==> config.mk <==
export PLATFORM = sky130hd
export DESIGN_NAME = dcache_mshr
export DESIGN_NICKNAME = d
export VERILOG_FILES = /design/src/rtl/dcache_mshr.sv
export SDC_FILE = /design/constraint.sdc
export NUM_CORES = 1
export LEC_CHECK = 0
export BUFFER_PORTS_ARGS = -buffer_cell sky130_fd_sc_hd__buf_2
export CORE_AREA = 2 2 449 451
export DETAILED_ROUTE_END_ITERATION = 10
export DIE_AREA = 0 0 451 453
export SLEW_MARGIN = 20
export SYNTH_ARGS = -nofsm -noshare
export SYNTH_HDL_FRONTEND = slang
export SYNTH_SLANG_ARGS = --single-unit
==> constraint.sdc <==
create_clock -name clock -period 6.5 [get_ports clock]
set_clock_uncertainty 0.1 [all_clocks]
set_input_delay 0.325 -clock clock [delete_from_list [all_inputs] [get_ports clock]]
set_output_delay 0.325 -clock clock [all_outputs]
set_load 0.02 [all_outputs]
==> src/rtl/dcache_mshr.sv <==
// dcache_mshr: miss status holding queue behind the dcache load pipe s2 stage.
// Misses are queued in order and fetched one line at a time over the refill bus.
// Each returned line is written to the tag/data arrays, and then the load that
// missed is woken up by its robid.
//
// Ports:
//   clock, reset_n          clock and synchronous active-low reset
//   flush                   pipeline flush; drops queued misses
//   mshr_allocate_*         miss request from s2 (valid/ready, paddr, robid)
//   bus_req_*               refill read request (valid/ready, line-aligned paddr)
//   bus_resp_*              single-beat line response (valid, data)
//   refill_*                array write request (valid/ready, paddr, data)
//   wakeup_*                one-cycle replay pulse carrying the robid
//   mshr_full               every entry is occupied
module dcache_mshr #(
    parameter int unsigned MSHR_NUM    = 4,
    parameter int unsigned LINE_OFFSET = 6,
    parameter int unsigned LINE_WIDTH  = 512,
    parameter int unsigned PADDR_WIDTH = 32,
    parameter int unsigned ROBID_WIDTH = 7
) (
    input  logic                   clock,
    input  logic                   reset_n,
    input  logic                   flush,
    input  logic                   mshr_allocate_valid,
    output logic                   mshr_allocate_ready,
    input  logic [PADDR_WIDTH-1:0] mshr_allocate_paddr,
    input  logic [ROBID_WIDTH-1:0] mshr_allocate_robid,
    output logic                   bus_req_valid,
    input  logic                   bus_req_ready,
    output logic [PADDR_WIDTH-1:0] bus_req_paddr,
    input  logic                   bus_resp_valid,
    input  logic [LINE_WIDTH-1:0]  bus_resp_data,
    output logic                   refill_valid,
    input  logic                   refill_ready,
    output logic [PADDR_WIDTH-1:0] refill_paddr,
    output logic [LINE_WIDTH-1:0]  refill_data,
    output logic                   wakeup_valid,
    output logic [ROBID_WIDTH-1:0] wakeup_robid,
    output logic                   mshr_full
);

    localparam int unsigned PTR_W = $clog2(MSHR_NUM);
    localparam int unsigned TAG_W = PADDR_WIDTH - LINE_OFFSET;
    localparam logic [PTR_W:0] PTR_ONE = (PTR_W + 1)'(1);

    typedef enum logic [2:0] {
        S_IDLE,
        S_REQ,
        S_WAIT,
        S_REFILL,
        S_RESP
    } state_t;

    state_t state, state_nxt;

    logic                   ent_valid  [MSHR_NUM];
    logic [TAG_W-1:0]       ent_tag    [MSHR_NUM];
    logic [ROBID_WIDTH-1:0] ent_robid  [MSHR_NUM];
    logic                   ent_killed [MSHR_NUM];

    // Pointers carry one extra wrap bit to tell full from empty.
    logic [PTR_W:0]         head, tail;
    logic [PTR_W-1:0]       head_idx, tail_idx;
    logic                   full, line_hit, alloc_fire, retire, keep_head;
    logic [TAG_W-1:0]       alloc_tag;
    logic [PADDR_WIDTH-1:0] head_line;
    logic                   unused_low_bits;

    assign head_idx        = head[PTR_W-1:0];
    assign tail_idx        = tail[PTR_W-1:0];
    assign full            = (head_idx == tail_idx) && (head[PTR_W] != tail[PTR_W]);
    assign alloc_tag       = mshr_allocate_paddr[PADDR_WIDTH-1:LINE_OFFSET];
    assign head_line       = {ent_tag[head_idx], {LINE_OFFSET{1'b0}}};
    assign unused_low_bits = ^mshr_allocate_paddr[LINE_OFFSET-1:0];

    // Same-line misses stall rather than merge; the retiring head still counts.
    always_comb begin
        line_hit = 1'b0;
        for (int unsigned i = 0; i < MSHR_NUM; i++) begin
            if (ent_valid[i] && (ent_tag[i] == alloc_tag)) begin
                line_hit = 1'b1;
            end
        end
    end

    assign mshr_allocate_ready = !full && !flush && !line_hit;
    assign alloc_fire          = mshr_allocate_valid && mshr_allocate_ready;
    assign retire              = (state == S_RESP);
    assign mshr_full           = full;

    // A head whose request the bus has taken (including in the flush cycle
    // itself) must finish its refill, so it survives a flush as a killed entry.
    assign keep_head = (state == S_WAIT) || (state == S_REFILL) ||
                       ((state == S_REQ) && bus_req_ready);

    always_ff @(posedge clock) begin
        if (!reset_n) begin
            for (int unsigned i = 0; i < MSHR_NUM; i++) begin
                ent_valid[i]  <= 1'b0;
                ent_tag[i]    <= '0;
                ent_robid[i]  <= '0;
                ent_killed[i] <= 1'b0;
            end
            head <= '0;
            tail <= '0;
        end else if (flush) begin
            for (int unsigned i = 0; i < MSHR_NUM; i++) begin
                if (!(keep_head && (PTR_W'(i) == head_idx))) begin
                    ent_valid[i] <= 1'b0;
                end
            end
            if (keep_head) begin
                ent_killed[head_idx] <= 1'b1;
            end
            // A head retiring during the flush still advances; the tail then
            // lands on the new head so the queue ends up empty.
            if (retire) begin
                head <= head + PTR_ONE;
            end
            tail <= (keep_head || retire) ? head + PTR_ONE : head;
        end else begin
            if (alloc_fire) begin
                ent_valid[tail_idx]  <= 1'b1;
                ent_tag[tail_idx]    <= alloc_tag;
                ent_robid[tail_idx]  <= mshr_allocate_robid;
                ent_killed[tail_idx] <= 1'b0;
                tail                 <= tail + PTR_ONE;
            end
            if (retire) begin
                ent_valid[head_idx] <= 1'b0;
                head                <= head + PTR_ONE;
            end
        end
    end

    always_ff @(posedge clock) begin
        if (!reset_n) begin
            state       <= S_IDLE;
            refill_data <= '0;
        end else begin
            state <= state_nxt;
            if ((state == S_WAIT) && bus_resp_valid) begin
                refill_data <= bus_resp_data;
            end
        end
    end

    always_comb begin
        state_nxt     = state;
        bus_req_valid = 1'b0;
        bus_req_paddr = '0;
        refill_valid  = 1'b0;
        refill_paddr  = '0;
        wakeup_valid  = 1'b0;
        wakeup_robid  = '0;
        case (state)
            S_IDLE: begin
                if (ent_valid[head_idx] && !flush) begin
                    state_nxt = S_REQ;
                end
            end
            S_REQ: begin
                bus_req_valid = 1'b1;
                bus_req_paddr = head_line;
                if (bus_req_ready) begin
                    state_nxt = S_WAIT;
                end else if (flush) begin
                    state_nxt = S_IDLE;
                end
            end
            S_WAIT: begin
                if (bus_resp_valid) begin
                    state_nxt = S_REFILL;
                end
            end
            S_REFILL: begin
                refill_valid = 1'b1;
                refill_paddr = head_line;
                if (refill_ready) begin
                    state_nxt = S_RESP;
                end
            end
            S_RESP: begin
                if (!ent_killed[head_idx]) begin
                    wakeup_valid = 1'b1;
                    wakeup_robid = ent_robid[head_idx];
                end
                state_nxt = S_IDLE;
            end
            default: state_nxt = S_IDLE;
        endcase
    end

endmodule

### Yosys cells after proc, flatten, opt, wreduce, memory -nomap -nowiden

Memories as Yosys holds them, arrays and structs flattened. A register that Yosys moved wholly into a read port is not among the register bits.
Index checks and enable logic that the tools add are counted.
Widths: inputs -> output; s select.

| word-level totals | value |
|---|---|
| register bits after elaboration | 521 |
| bits in writable memories | 140 |
| input port bits | 558 |
| memories | 4 |

| operators by class | value |
|---|---|
| add/subtract/negate cells | 2 |
| equal/unequal tests | 17 |
| mux-type cells | 80 |
| bitwise gates (word level) | 4 |
| reductions and logical operators | 31 |

Memories:

| name | words | width | read ports | clocked after memory_dff | wr ports | line | RTL |
|---|---|---|---|---|---|---|---|
| ent_tag | 4 | 26 | 5 | 1 | 4 | 58 | `logic [TAG_W-1:0] ent_tag [MSHR_NUM];` |
| ent_robid | 4 | 7 | 1 | 1 | 4 | 59 | `logic [ROBID_WIDTH-1:0] ent_robid [MSHR_NUM];` |
| ent_killed | 4 | 1 | 1 | 1 | 4 | 60 | `logic ent_killed [MSHR_NUM];` |
| ent_valid | 4 | 1 | 5 | 1 | 4 | 57 | `logic ent_valid [MSHR_NUM];` |

Operators by type and width:

| operator | number |
|---|---|
| $eq 26x26->1 | 4 |
| $mux 32 | 2 |
| $mux 1 | 51 |
| $mux 2 | 14 |
| $mux 26 | 1 |
| $reduce_or 26->1 | 1 |
| $mux 3 | 8 |
| $mux 7 | 3 |
| $logic_and 1x1->1 | 15 |
| $pmux 3 s4 | 1 |
| $reduce_or 7->1 | 1 |
| $add 3x1->3 const B | 2 |
| $eq 3x2->1 const B | 2 |
| $ne 2x2->1 const B | 3 |
| $eq 2x2->1 const A | 2 |
| $or 1x1->1 | 4 |
| $reduce_and 4->1 | 1 |
| $reduce_or 1->1 | 4 |
| $eq 3x1->1 const B | 1 |
| $eq 3x3->1 const B | 1 |
| $logic_not 1->1 | 3 |
| $logic_not 3->1 | 1 |
| $logic_or 1x1->1 | 3 |
| $ne 3x3->1 const B | 1 |
| 5 further kinds | 5 |

### Longest topological paths before layout

Gate-level depths: netlist (run 1).
An unclocked memory read counts as a cell.

| logic depth | value |
|---|---|
| depth after elaboration | 16 |
| gate-level depth with buffers | 11 |
| depth with buffers taken out | 7 |

### Least setup slack after synthesis (run 1)

No wires, ideal clock.

| timing path | value |
|---|---|
| kind | register -> register |
| start point | register tail[1] |
| end point | memory ent_robid[1][0], enable pin |
| arrival time | 3981 ps |
| required time | 5924 ps |
| path slack | 1943 ps |
| cell stages (with the launch flop) | 7 |
| path buffers | 1 |
| clock period less this slack | 4557 ps |
| cells stage by stage | dfxtp_1 -> clkbuf_2 -> xor2_1 -> nor3_1 -> a211oi_2 -> nand4_4 -> o31ai_1 |

RTL lines:

| what | line | RTL |
|---|---|---|
| from (decl) | 63 | `logic [PTR_W:0] head, tail;` |
| from (signal assigned) | 121 | `tail <= (keep_head \|\| retire) ? head + PTR_ONE : head;` |
| from (signal assigned) | 128 | `tail <= tail + PTR_ONE;` |
| to (decl) | 59 |  |

==> results of run 1 <==
-- per-stage QoR --
stage	instance area, um2	total power, W	cells	hold WS (ns)	setup WS (ns)
6_report	42700	0.0101	7223	0.103	2.84
5_1_grt	42700	0.0105	7215	0.0661	2.70
4_1_cts	42600	0.0103	7204	0.00434	2.83
3_5_place_dp	34200	0.00499	6500	0.343	2.76
3_3_place_gp	34200	0.00498	6500	0.339	2.80
2_1_floorplan	26000	0.00465	2935	0.361	1.94
-- how the worst max path moves through the flow --
stage | start | to | slack [ns] | cells past startpoint
final | ent_tag[0][24] | ent_tag[2][3] | 2.84 | 7
after detailed placement | mshr_allocate_paddr[30] | ent_robid[2][3] | 2.76 | 8
after floorplan | tail[1] | ent_robid[1][0] | 1.94 | 6
after CTS | ent_tag[0][24] | ent_tag[2][3] | 2.83 | 7
after global placement | mshr_allocate_paddr[30] | ent_tag[2][22] | 2.80 | 8
after global routing | ent_tag[3][24] | ent_tag[2][3] | 2.70 | 7
-- critical path, cell delays in order (launching register included) --
cell	delay, ns
sky130_fd_sc_hd__edfxtp_1	0.41
sky130_fd_sc_hd__xnor2_1	0.22
sky130_fd_sc_hd__nand4_1	0.19
sky130_fd_sc_hd__nor4_1	0.08
sky130_fd_sc_hd__a22oi_1	0.49
sky130_fd_sc_hd__and4_1	0.31
sky130_fd_sc_hd__and3_4	0.51
sky130_fd_sc_hd__nand2b_2	0.92
-- sequential cells by signal, summed over array words and instances, names as in the netlist, named ones only --
name and count:
state 3, ent_killed 4, tail 3, ent_valid 4, ent_tag 104, ent_robid 28
refill_data 512, head 3
-- cells by family after synthesis --
logic type / Yosys count / share of synthesized area
flip-flops: 663 / 0.563
AND/OR/NAND/NOR: 1307 / 0.216
adder cells (fa/ha/maj): 8 / 0.00386
AO/OA/AOI/OAI: 546 / 0.107
buffers and inverters: 251 / 0.0417
XOR/XNOR: 111 / 0.0375
multiplexers: 37 / 0.0312
other: 1 / 0.000145
-- routing by layer --
metal,global-route usage,routed length [um],up-vias
met5,0.0103,346,-
met4,0.0877,10300,10
met3,0.0581,16700,299
met2,0.265,82600,1338
met1,0.188,66100,13600
li1,-,-,12700
-- power by group --
part	total [W]	internal, W	switching [W]
Combinational	0.000895	0.000448	0.000447
Clock	0.00493	0.00285	0.00208
Sequential	0.00430	0.00426	0.0000404
Total	0.0101	0.00756	0.00257
-- layout by cell type, fill, tap and decap left out, drive strengths merged, types with 2 or more instances in the layout --
cell	instances
nand2b	3
o211ai	2
buf	1151
mux2i	2
conb	12
nand2	1036
xnor2	97
ha	8
clkinvlp	3
a22oi	3
nor3b	3
and2	159
edfxtp	133
nor3	9
dfxtp	530
clkbuf	119
and3	5
nor4	8
nand4	25
a21oi	527
dlygate4sd3	550
inv	13
mux4	35
o31ai	2
diode	17
o21ai	4
xor2	14
bufinv	6
nand3	8
nor2	13
clkinv	24
nor2b	34
a21boi	2
-- layout make-up --
| type | instances | area share |
|---|---|---|
| antenna | 17 | 0.000997 |
| clock buffer | 119 | 0.0564 |
| clock inverter | 35 | 0.0115 |
| inverter | 11 | 0.00114 |
| multi-input combinational | 2021 | 0.243 |
| sequential | 663 | 0.342 |
| tap | 2656 | 0.0779 |
| timing repair buffer | 1701 | 0.267 |
-- what timing repair did --
item | 4_1_cts | 5_1_grt
hold buffers | 550 | 0
endpoints found under the hold margin | 653 | 0
setup endpoints to repair | 0 | 0
==> run metrics, run 1 <==
Max-Slew Margin vs Limit 0.135; Reg2Reg Setup Slack roughly 2.8 ns; R2R cell count 7; buffers inserted by post-CTS timing repair 0; cell area after synthesis roughly 26000 um2; Min-Delay Endpoint state[2]; dpl hpwl between 100000 and 150000 um; Total Die Area slightly above 200000 um2; number of remaining DRC errors 0; Sequential cell area around 15000 um2; number of buffers created by CTS 82; critical path launch point type flop; worst path arrival time 3.87 ns; post-layout minimum cycle time about 3.7 ns; status finished clean; DIE WIDTH roughly 450 um; total routing usage reported by global routing 0.164; Synthesis Warnings 0; Seq cells post-synth about 660; Row Count 164; First-pass DRT Iterations 6; post-DR vias/cell around 3.9; maximum net fanout on the critical path 35; last weighted congestion value of the routability-driven placer around 1.1; post-synthesis cell type with the largest combined area sky130_fd_sc_hd__dfxtp_1; number of max-slew violations in the final report 0; final-layout setup total negative slack 0 ns; setup repair after global routing missed its margin no; maximum number of pins on one net before global-route repair around 190; number of global-route vias before repair roughly 27000; ranking of synthesized cells by instance count 1036 x sky130_fd_sc_hd__nand2_1, 530 x sky130_fd_sc_hd__dfxtp_1, 527 x sky130_fd_sc_hd__a21oi_1, 193 x sky130_fd_sc_hd__clkbuf_1, 159 x sky130_fd_sc_hd__and2_1; Avg Synthesized Cell Area roughly 8.9 um2; Port Buffers ~1100; clock network latency to the later pin of the worst-skew pair 0.71 ns; routed length per placed instance approximately 24 um; required time worst endpoint around 6.7 ns; die height 453 um; Distinct cells, synth between 40 and 50; post-synthesis async set-or-reset flop share 0; standby leakage power roughly 17 nW; CP Class flop to flop; Peak supply drop between 150 and 200 uV; fraction of synthesized cell area taken by the top area cell type 0.409; number of cells traversed by the worst hold path 5; Final period util 0.563; power per unit of standard cell area around 240 nW/um2; primary flip-flop cell chosen by synthesis mapping sky130_fd_sc_hd__dfxtp_1; setup violators final 0; PostCTS Resize Cnt 0; count of H-tree levels built during CTS 3; count of mapped cells out of synthesis between 2000 and 3000; Post-layout nets a little over 5000; Synth-to-Final Area Change 64.5%; largest cells by area after synthesis sky130_fd_sc_hd__dfxtp_1 41%, sky130_fd_sc_hd__edfxtp_1 15%, sky130_fd_sc_hd__nand2_1 15%, sky130_fd_sc_hd__a21oi_1 10%, sky130_fd_sc_hd__and2_1 3.8%; maximum capacitance violations 0; routed wire length roughly 180000 um; buffer levels on the longest clock path 3; count leader, synth sky130_fd_sc_hd__nand2_1; clock input transition at the sequential cells of the worst setup and hold paths 0.06 ns; EDFF count, synth 133; sequential area share after synthesis 0.563; number of antenna violations at the first check in global routing 21; IO Pins ~1100; final core occ 0.214; crit path capture type flop; total clock sinks roughly 660; maximum clock frequency about 270 MHz; startpoint of the worst hold path bus_req_ready; Overflow after GRT 0; worst min-delay path class input pin to flop; fill cell total of the finished layout roughly 22000; area of combinational cells with multiple inputs between 10000 and 15000 um2; Crit Reg-Reg Startpoint ent_tag[0][24]; via count between 20000 and 30000; measured slew at the worst slew-check pin approximately 1.3 ns; Std-Cell Core Area approximately 200000 um2; effective utilization at floorplan 0.130; endpoints failing hold 0; CTS Root Cell sky130_fd_sc_hd__clkbuf_16; terminus of the critical flop-to-flop path ent_tag[2][3]; CTS tree yes; Detailed Route Iter0 Violations around 2700; share of cells above drive strength 1 0.295; Routed Antenna Nets 0; global-route wire length before repair around 230000 um
Power figures use the tool's default switching activity.
==> run 2: changes to the inputs <==
==> constraint.sdc (replaced) <==
create_clock -name clock -period 3.4 [get_ports clock]
set_clock_uncertainty 0.1 [all_clocks]
set_input_delay 0.17 -clock clock [delete_from_list [all_inputs] [get_ports clock]]
set_output_delay 0.17 -clock clock [all_outputs]
set_load 0.02 [all_outputs]
==> run metrics, run 2 (synthesis results as in run 1) <==
number of remaining DRC errors 0 (unchanged); Final period util 0.901; CTS tree yes (unchanged); DIE WIDTH 451 um (unchanged); status finished clean (unchanged); maximum number of pins on one net before global-route repair 169 (was 192); post-layout minimum cycle time 3.06 ns; max FFs per register 512 (unchanged); measured slew at the worst slew-check pin 0.871 ns (was 1.30 ns); Row Count 164 (unchanged); via count 27900 (about the same); power per unit of standard cell area 461 nW/um2 (was 237 nW/um2); Max-Slew Margin vs Limit 0.419 (was 0.135); worst hold slack across all endpoints 0.136 ns (was 0.103 ns); met3 wire length 14800 um (was 16700 um); crit path capture type output pin (was flop); met2 WL post-DR 93000 um (was 82600 um); maximum capacitance violations 0 (unchanged); total routing usage reported by global routing 0.181 (was 0.164); setup repair after global routing missed its margin no (unchanged); met1 routed wirelength after detailed routing 76800 um (was 66100 um); worst path arrival time 2.79 ns (was 3.87 ns); critical path launch point type flop (unchanged); buffers inserted by post-CTS timing repair 0 (unchanged); count of H-tree levels built during CTS 3 (unchanged); number of antenna violations at the first check in global routing 74 (was 21); largest registers in the final layout refill_data x512, ent_tag x104, ent_robid x28 (unchanged); effective utilization at floorplan 0.130 (unchanged); crit-path cells buf_4, mux4_2, and2_1, buf_2 (was xnor2_1, nand4_1, nor4_1, a22oi_1, and4_1, and3_4, nand2b_2); Total Die Area 204000 um2 (unchanged); number of global-route vias before repair 27500 (was 27000); setup violators final 0 (unchanged); dpl hpwl 157000 um (was 139000 um); clock network latency to the later pin of the worst-skew pair 0.70 ns (was 0.71 ns); required time worst endpoint 3.13 ns (was 6.71 ns); Port Buffers 1127 (unchanged); post-DR vias/cell 3.81 (was 3.87); CP Class flop to output pin (was flop to flop); buffer levels on the longest clock path 3 (unchanged); highest metal layer with signal wires met5 (unchanged); die height 453 um (unchanged); Std-Cell Core Area 199000 um2 (unchanged); Post-layout nets 5103 (was 5046); standby leakage power 17.6 nW (was 17.2 nW); Critical-path top delay cell sky130_fd_sc_hd__mux4_2 (was sky130_fd_sc_hd__nand2b_2); clock input transition at the sequential cells of the worst setup and hold paths 0.06 ns (about the same); register with the highest flop count refill_data (unchanged); Overflow after GRT 0 (unchanged); worst min-delay path class input pin to flop (unchanged); Synth-to-Final Area Change 67.3% (was 64.5%); total clock sinks 663 (unchanged); finished layout cell area 43400 um2 (was 42700 um2); routed length per placed instance 26.5 um (was 24.4 um); routed wire length 193000 um (was 176000 um); slowest stage delay, CP 0.68 ns (was 0.92 ns); most common library cell in the layout ignoring fill and taps sky130_fd_sc_hd__buf_2 (unchanged); leading cell types in the layout, fill and taps excluded 1127 x sky130_fd_sc_hd__buf_2, 1036 x sky130_fd_sc_hd__nand2_1, 555 x sky130_fd_sc_hd__dlygate4sd3_1 (was 1127 x sky130_fd_sc_hd__buf_2, 1036 x sky130_fd_sc_hd__nand2_1, 550 x sky130_fd_sc_hd__dlygate4sd3_1); placed cell area 34700 um2 (was 34200 um2); number of max-slew violations in the final report 0 (unchanged); number of buffers created by CTS 90 (was 82); Peak supply drop 322 uV (was 188 uV); Routed Antenna Nets 0 (unchanged); First-pass DRT Iterations 7 (was 6); maximum clock frequency 326 MHz; Detailed Route Iter0 Violations 2195 (was 2682); last weighted congestion value of the routability-driven placer 0.968 (was 1.07); IO Pins 1146 (unchanged); CTS Root Cell sky130_fd_sc_hd__clkbuf_16 (unchanged); share of cells above drive strength 1 0.302 (was 0.295); endpoints failing hold 0 (unchanged); global-route wire length before repair 249000 um (was 230000 um); maximum net fanout on the critical path 13 (was 35)
==> run 2: layout make-up <==
type,count,area [um2]
clock inverter,52,604
antenna,43,108
inverter,11,48.8
timing repair buffer,1750,11900
tap,2656,3320
sequential,663,14600
multi-input combinational,2021,10300
fill,22100,156000
clock buffer,113,2430
==> run 2: per-stage QoR <==
step | cells | total power, W | util | setup slack [ns] | TNS, ns
2_1_floorplan | 2935 | 0.00889 | - | -0.117 | -6.66
3_3_place_gp | 6546 | 0.00963 | 0.174 | 0.525 | 0
3_5_place_dp | 6546 | 0.00963 | 0.174 | 0.517 | 0
4_1_cts | 7266 | 0.0204 | 0.217 | 0.197 | 0
5_1_grt | 7295 | 0.0207 | 0.218 | 0.155 | 0
6_report | 7309 | 0.0200 | 0.218 | 0.337 | 0
==> run 2: power by group <==
part	total, W	switching (W)	internal [W]	leakage [nW]
clock	0.00997	0.00423	0.00573	1.47
combinational	0.00181	0.000936	0.000876	10.4
sequential	0.00823	0.0000831	0.00815	5.65
==> run 2: repair_timing <==
action                                 CTS  global route
hold buffers                           555             0
resized for setup                        0             0
endpoints found under the hold margin  659             0
==> run 2: final timing paths <==
path | start | end | slack (ns) | cells past startpoint
max reg2reg | ent_tag[1][8] | ent_tag[1][5] | 0.45 | 8
min | bus_resp_data[6] | refill_data[6] | 0.14 | 4
min reg2reg | refill_data[237] | refill_data[237] | 0.35 | 2
max | flop | bus_req_paddr[31] | 0.34 | 4
==> run 2: critical path, delay by kind of cell, from the launching register on <==
kind                   cells  cell delay [ns]
flip-flops                 1             0.59
AND/OR/NAND/NOR            1             0.24
buffers and inverters      2             0.57
multiplexers               1             0.68
==> run 2: per-layer routing <==
metal	vias up	GRT usage
met5	-	0
met4	18	0.0765
met3	323	0.0514
met2	1210	0.302
met1	13500	0.216
li1	12800	-
==> run 3: changes to the inputs <==
--- a/config.mk
+++ b/config.mk
@@ -6,9 +6,12 @@
 export NUM_CORES = 1
 export LEC_CHECK = 0
 export BUFFER_PORTS_ARGS = -buffer_cell sky130_fd_sc_hd__buf_2
-export CORE_AREA = 2 2 449 451
+export CELL_PAD_IN_SITES_DETAIL_PLACEMENT = 0
+export CELL_PAD_IN_SITES_GLOBAL_PLACEMENT = 1
+export CORE_AREA = 2 2 447 449
 export DETAILED_ROUTE_END_ITERATION = 10
-export DIE_AREA = 0 0 451 453
+export DIE_AREA = 0 0 449 451
+export PLACE_DENSITY_LB_ADDON = 0.1
 export SLEW_MARGIN = 20
 export SYNTH_ARGS = -nofsm -noshare
 export SYNTH_HDL_FRONTEND = slang
==> constraint.sdc (replaced) <==
create_clock -name clock -period 3.5 [get_ports clock]
set_clock_uncertainty 0.1 [all_clocks]
set_input_delay 0.175 -clock clock [delete_from_list [all_inputs] [get_ports clock]]
set_output_delay 0.175 -clock clock [all_outputs]
set_load 0.02 [all_outputs]
==> run metrics, run 3 (synthesis results as in run 1) <==
status finished clean (unchanged); measured slew at the worst slew-check pin 0.867 ns (was 0.871 ns); Final period util 0.887; worst hold slack across all endpoints 0.115 ns (was 0.136 ns); most common library cell in the layout ignoring fill and taps sky130_fd_sc_hd__buf_2 (unchanged); largest registers in the final layout refill_data x512, ent_tag x104, ent_robid x28 (unchanged); worst min-delay path class input pin to flop (unchanged); Max-Slew Margin vs Limit 0.422 (was 0.419); dpl hpwl 125000 um (was 157000 um); Detailed Route Iter0 Violations 1289 (was 2195); standby leakage power 17.6 nW (about the same); number of max-slew violations in the final report 0 (unchanged); via count 26400 (was 27900); critical path depth in cells 7 (was 4); total routing usage reported by global routing 0.156 (was 0.181); terminus of the critical flop-to-flop path ent_tag[0][18] (was ent_tag[1][5]); Crit Reg-Reg Startpoint ent_tag[0][0] (was ent_tag[1][8]); cell type group with the largest total delay on the critical path simple AND/OR/NAND/NOR gates (was multiplexers); finished layout cell area 43500 um2 (was 43400 um2); last weighted congestion value of the routability-driven placer 0.833 (was 0.968); Overflow after GRT 0 (unchanged); number of antenna violations at the first check in global routing 39 (was 74); number of buffers created by CTS 94 (was 90); buffer levels on the longest clock path 3 (unchanged); CP Class flop to output pin (unchanged); CTS tree yes (unchanged); First-pass DRT Iterations 5 (was 7); die height 451 um (was 453 um); count of H-tree levels built during CTS 3 (unchanged); maximum number of pins on one net before global-route repair 137 (was 169); maximum net fanout on the critical path 4 (was 13); critical path launch point type flop (unchanged); clock network latency to the later pin of the worst-skew pair 0.74 ns (was 0.70 ns); clock input transition at the sequential cells of the worst setup and hold paths 0.06 ns (about the same); number of global-route vias before repair 27100 (was 27500); Critical-path top delay cell sky130_fd_sc_hd__xnor2_1 (was sky130_fd_sc_hd__mux4_2); routed length per placed instance 22.5 um (was 26.5 um); WP buf/inv 2 (unchanged); PostCTS Resize Cnt 0 (unchanged); endpoints failing hold 0 (unchanged); slowest stage delay, CP 0.44 ns (was 0.68 ns); R2R cell count 8 (unchanged); post-DR vias/cell 3.63 (was 3.81); routed wire length 164000 um (was 193000 um); buffers inserted by post-CTS timing repair 0 (unchanged); Reg2Reg Setup Slack 0.42 ns (was 0.45 ns); global-route wire length before repair 224000 um (was 249000 um); post-layout minimum cycle time 3.11 ns; Peak supply drop 313 uV (was 322 uV); number of hold-repair buffers added at the cts stage 553 (was 555); power per unit of standard cell area 452 nW/um2 (was 461 nW/um2); Row Count 164 (unchanged); share of cells above drive strength 1 0.299 (was 0.302); Port Buffers 1127 (unchanged); setup repair after global routing missed its margin no (unchanged); register with the highest flop count refill_data (unchanged); Routed Antenna Nets 0 (unchanged); placed cell area 34800 um2 (was 34700 um2); Total Die Area 202000 um2 (was 204000 um2); IO Pins 1146 (unchanged); leading cell types in the layout, fill and taps excluded 1127 x sky130_fd_sc_hd__buf_2, 1036 x sky130_fd_sc_hd__nand2_1, 553 x sky130_fd_sc_hd__dlygate4sd3_1 (was 1127 x sky130_fd_sc_hd__buf_2, 1036 x sky130_fd_sc_hd__nand2_1, 555 x sky130_fd_sc_hd__dlygate4sd3_1); fill cell total of the finished layout 22400 (was 22100); end point of the critical path mshr_allocate_ready (was bus_req_paddr[31]); crit path capture type output pin (unchanged); worst path arrival time 2.83 ns (was 2.79 ns); effective utilization at floorplan 0.131 (was 0.130); max FFs per register 512 (unchanged); crit path launch ent_tag[2][2]; required time worst endpoint 3.22 ns (was 3.13 ns); number of remaining DRC errors 0 (unchanged); total clock sinks 663 (unchanged); CTS Root Cell sky130_fd_sc_hd__clkbuf_16 (unchanged); maximum clock frequency 322 MHz; DIE WIDTH 449 um (was 451 um); Post-layout nets 5098 (was 5103); maximum capacitance violations 0 (unchanged); Synth-to-Final Area Change 67.6% (was 67.3%); Std-Cell Core Area 198000 um2 (was 199000 um2); crit-path cells xnor2_1, nand4_1, nor4_1, buf_4, a211oi_2, and3_1, buf_2 (was buf_4, mux4_2, and2_1, buf_2); setup violators final 0 (unchanged)
## run 3: worst min path at each step
stage / startpoint / to / slack [ns] / cells after the start
finish: bus_resp_data[469] / refill_data[469] / 0.12 / 4
global route: bus_resp_data[436] / refill_data[436] / 0.06 / 4
floorplan: bus_resp_data[0] / refill_data[0] / 0.21 / 2
CTS: bus_resp_data[323] / refill_data[323] / 0.02 / 4
detailed placement: bus_resp_data[439] / refill_data[439] / 0.32 / 3
global placement: bus_resp_data[2] / refill_data[2] / 0.32 / 3
## run 3: worst min-delay path, cell delays in order
cell                            delay [ns]
sky130_fd_sc_hd__dlygate4sd3_1        0.53
sky130_fd_sc_hd__buf_2                0.12
sky130_fd_sc_hd__nand2_1              0.05
sky130_fd_sc_hd__a21oi_1              0.05
## run 3: layout make-up
type	instances	area [um2]	area share
sequential	663	14600	0.336
timing repair buffer	1741	12000	0.275
multi-input combinational	2021	10400	0.238
tap	2656	3320	0.0764
clock buffer	143	2740	0.0629
clock inverter	31	413	0.00949
inverter	11	48.8	0.00112
antenna	19	47.5	0.00109
## run 3: stage by stage
step	total power, W	setup TNS (ns)	utilization	worst slack [ns]	cells
floorplan	0.00864	-0.557	-	-0.0169	2935
global placement	0.00930	0	0.175	0.324	6539
detailed placement	0.00930	0	0.175	0.351	6539
CTS	0.0202	0	0.219	0.239	7266
global route	0.0205	0	0.219	0.119	7279
finish	0.0197	0	0.219	0.394	7285
## run 3: per-layer routing
metal  up-vias  track usage  wire length, um
met5         -            0              110
li1      12800            -                -
met4        18       0.0306             2920
met3       184       0.0361             7710
met1     12700        0.192            70900
met2       687        0.274            82600
## run 3: power by group
group | total (W) | switching [W] | internal [W]
Clock | 0.0100 | 0.00414 | 0.00586
Sequential | 0.00799 | 0.0000769 | 0.00791
Combinational | 0.00168 | 0.000827 | 0.000855
Total | 0.0197 | 0.00504 | 0.0146
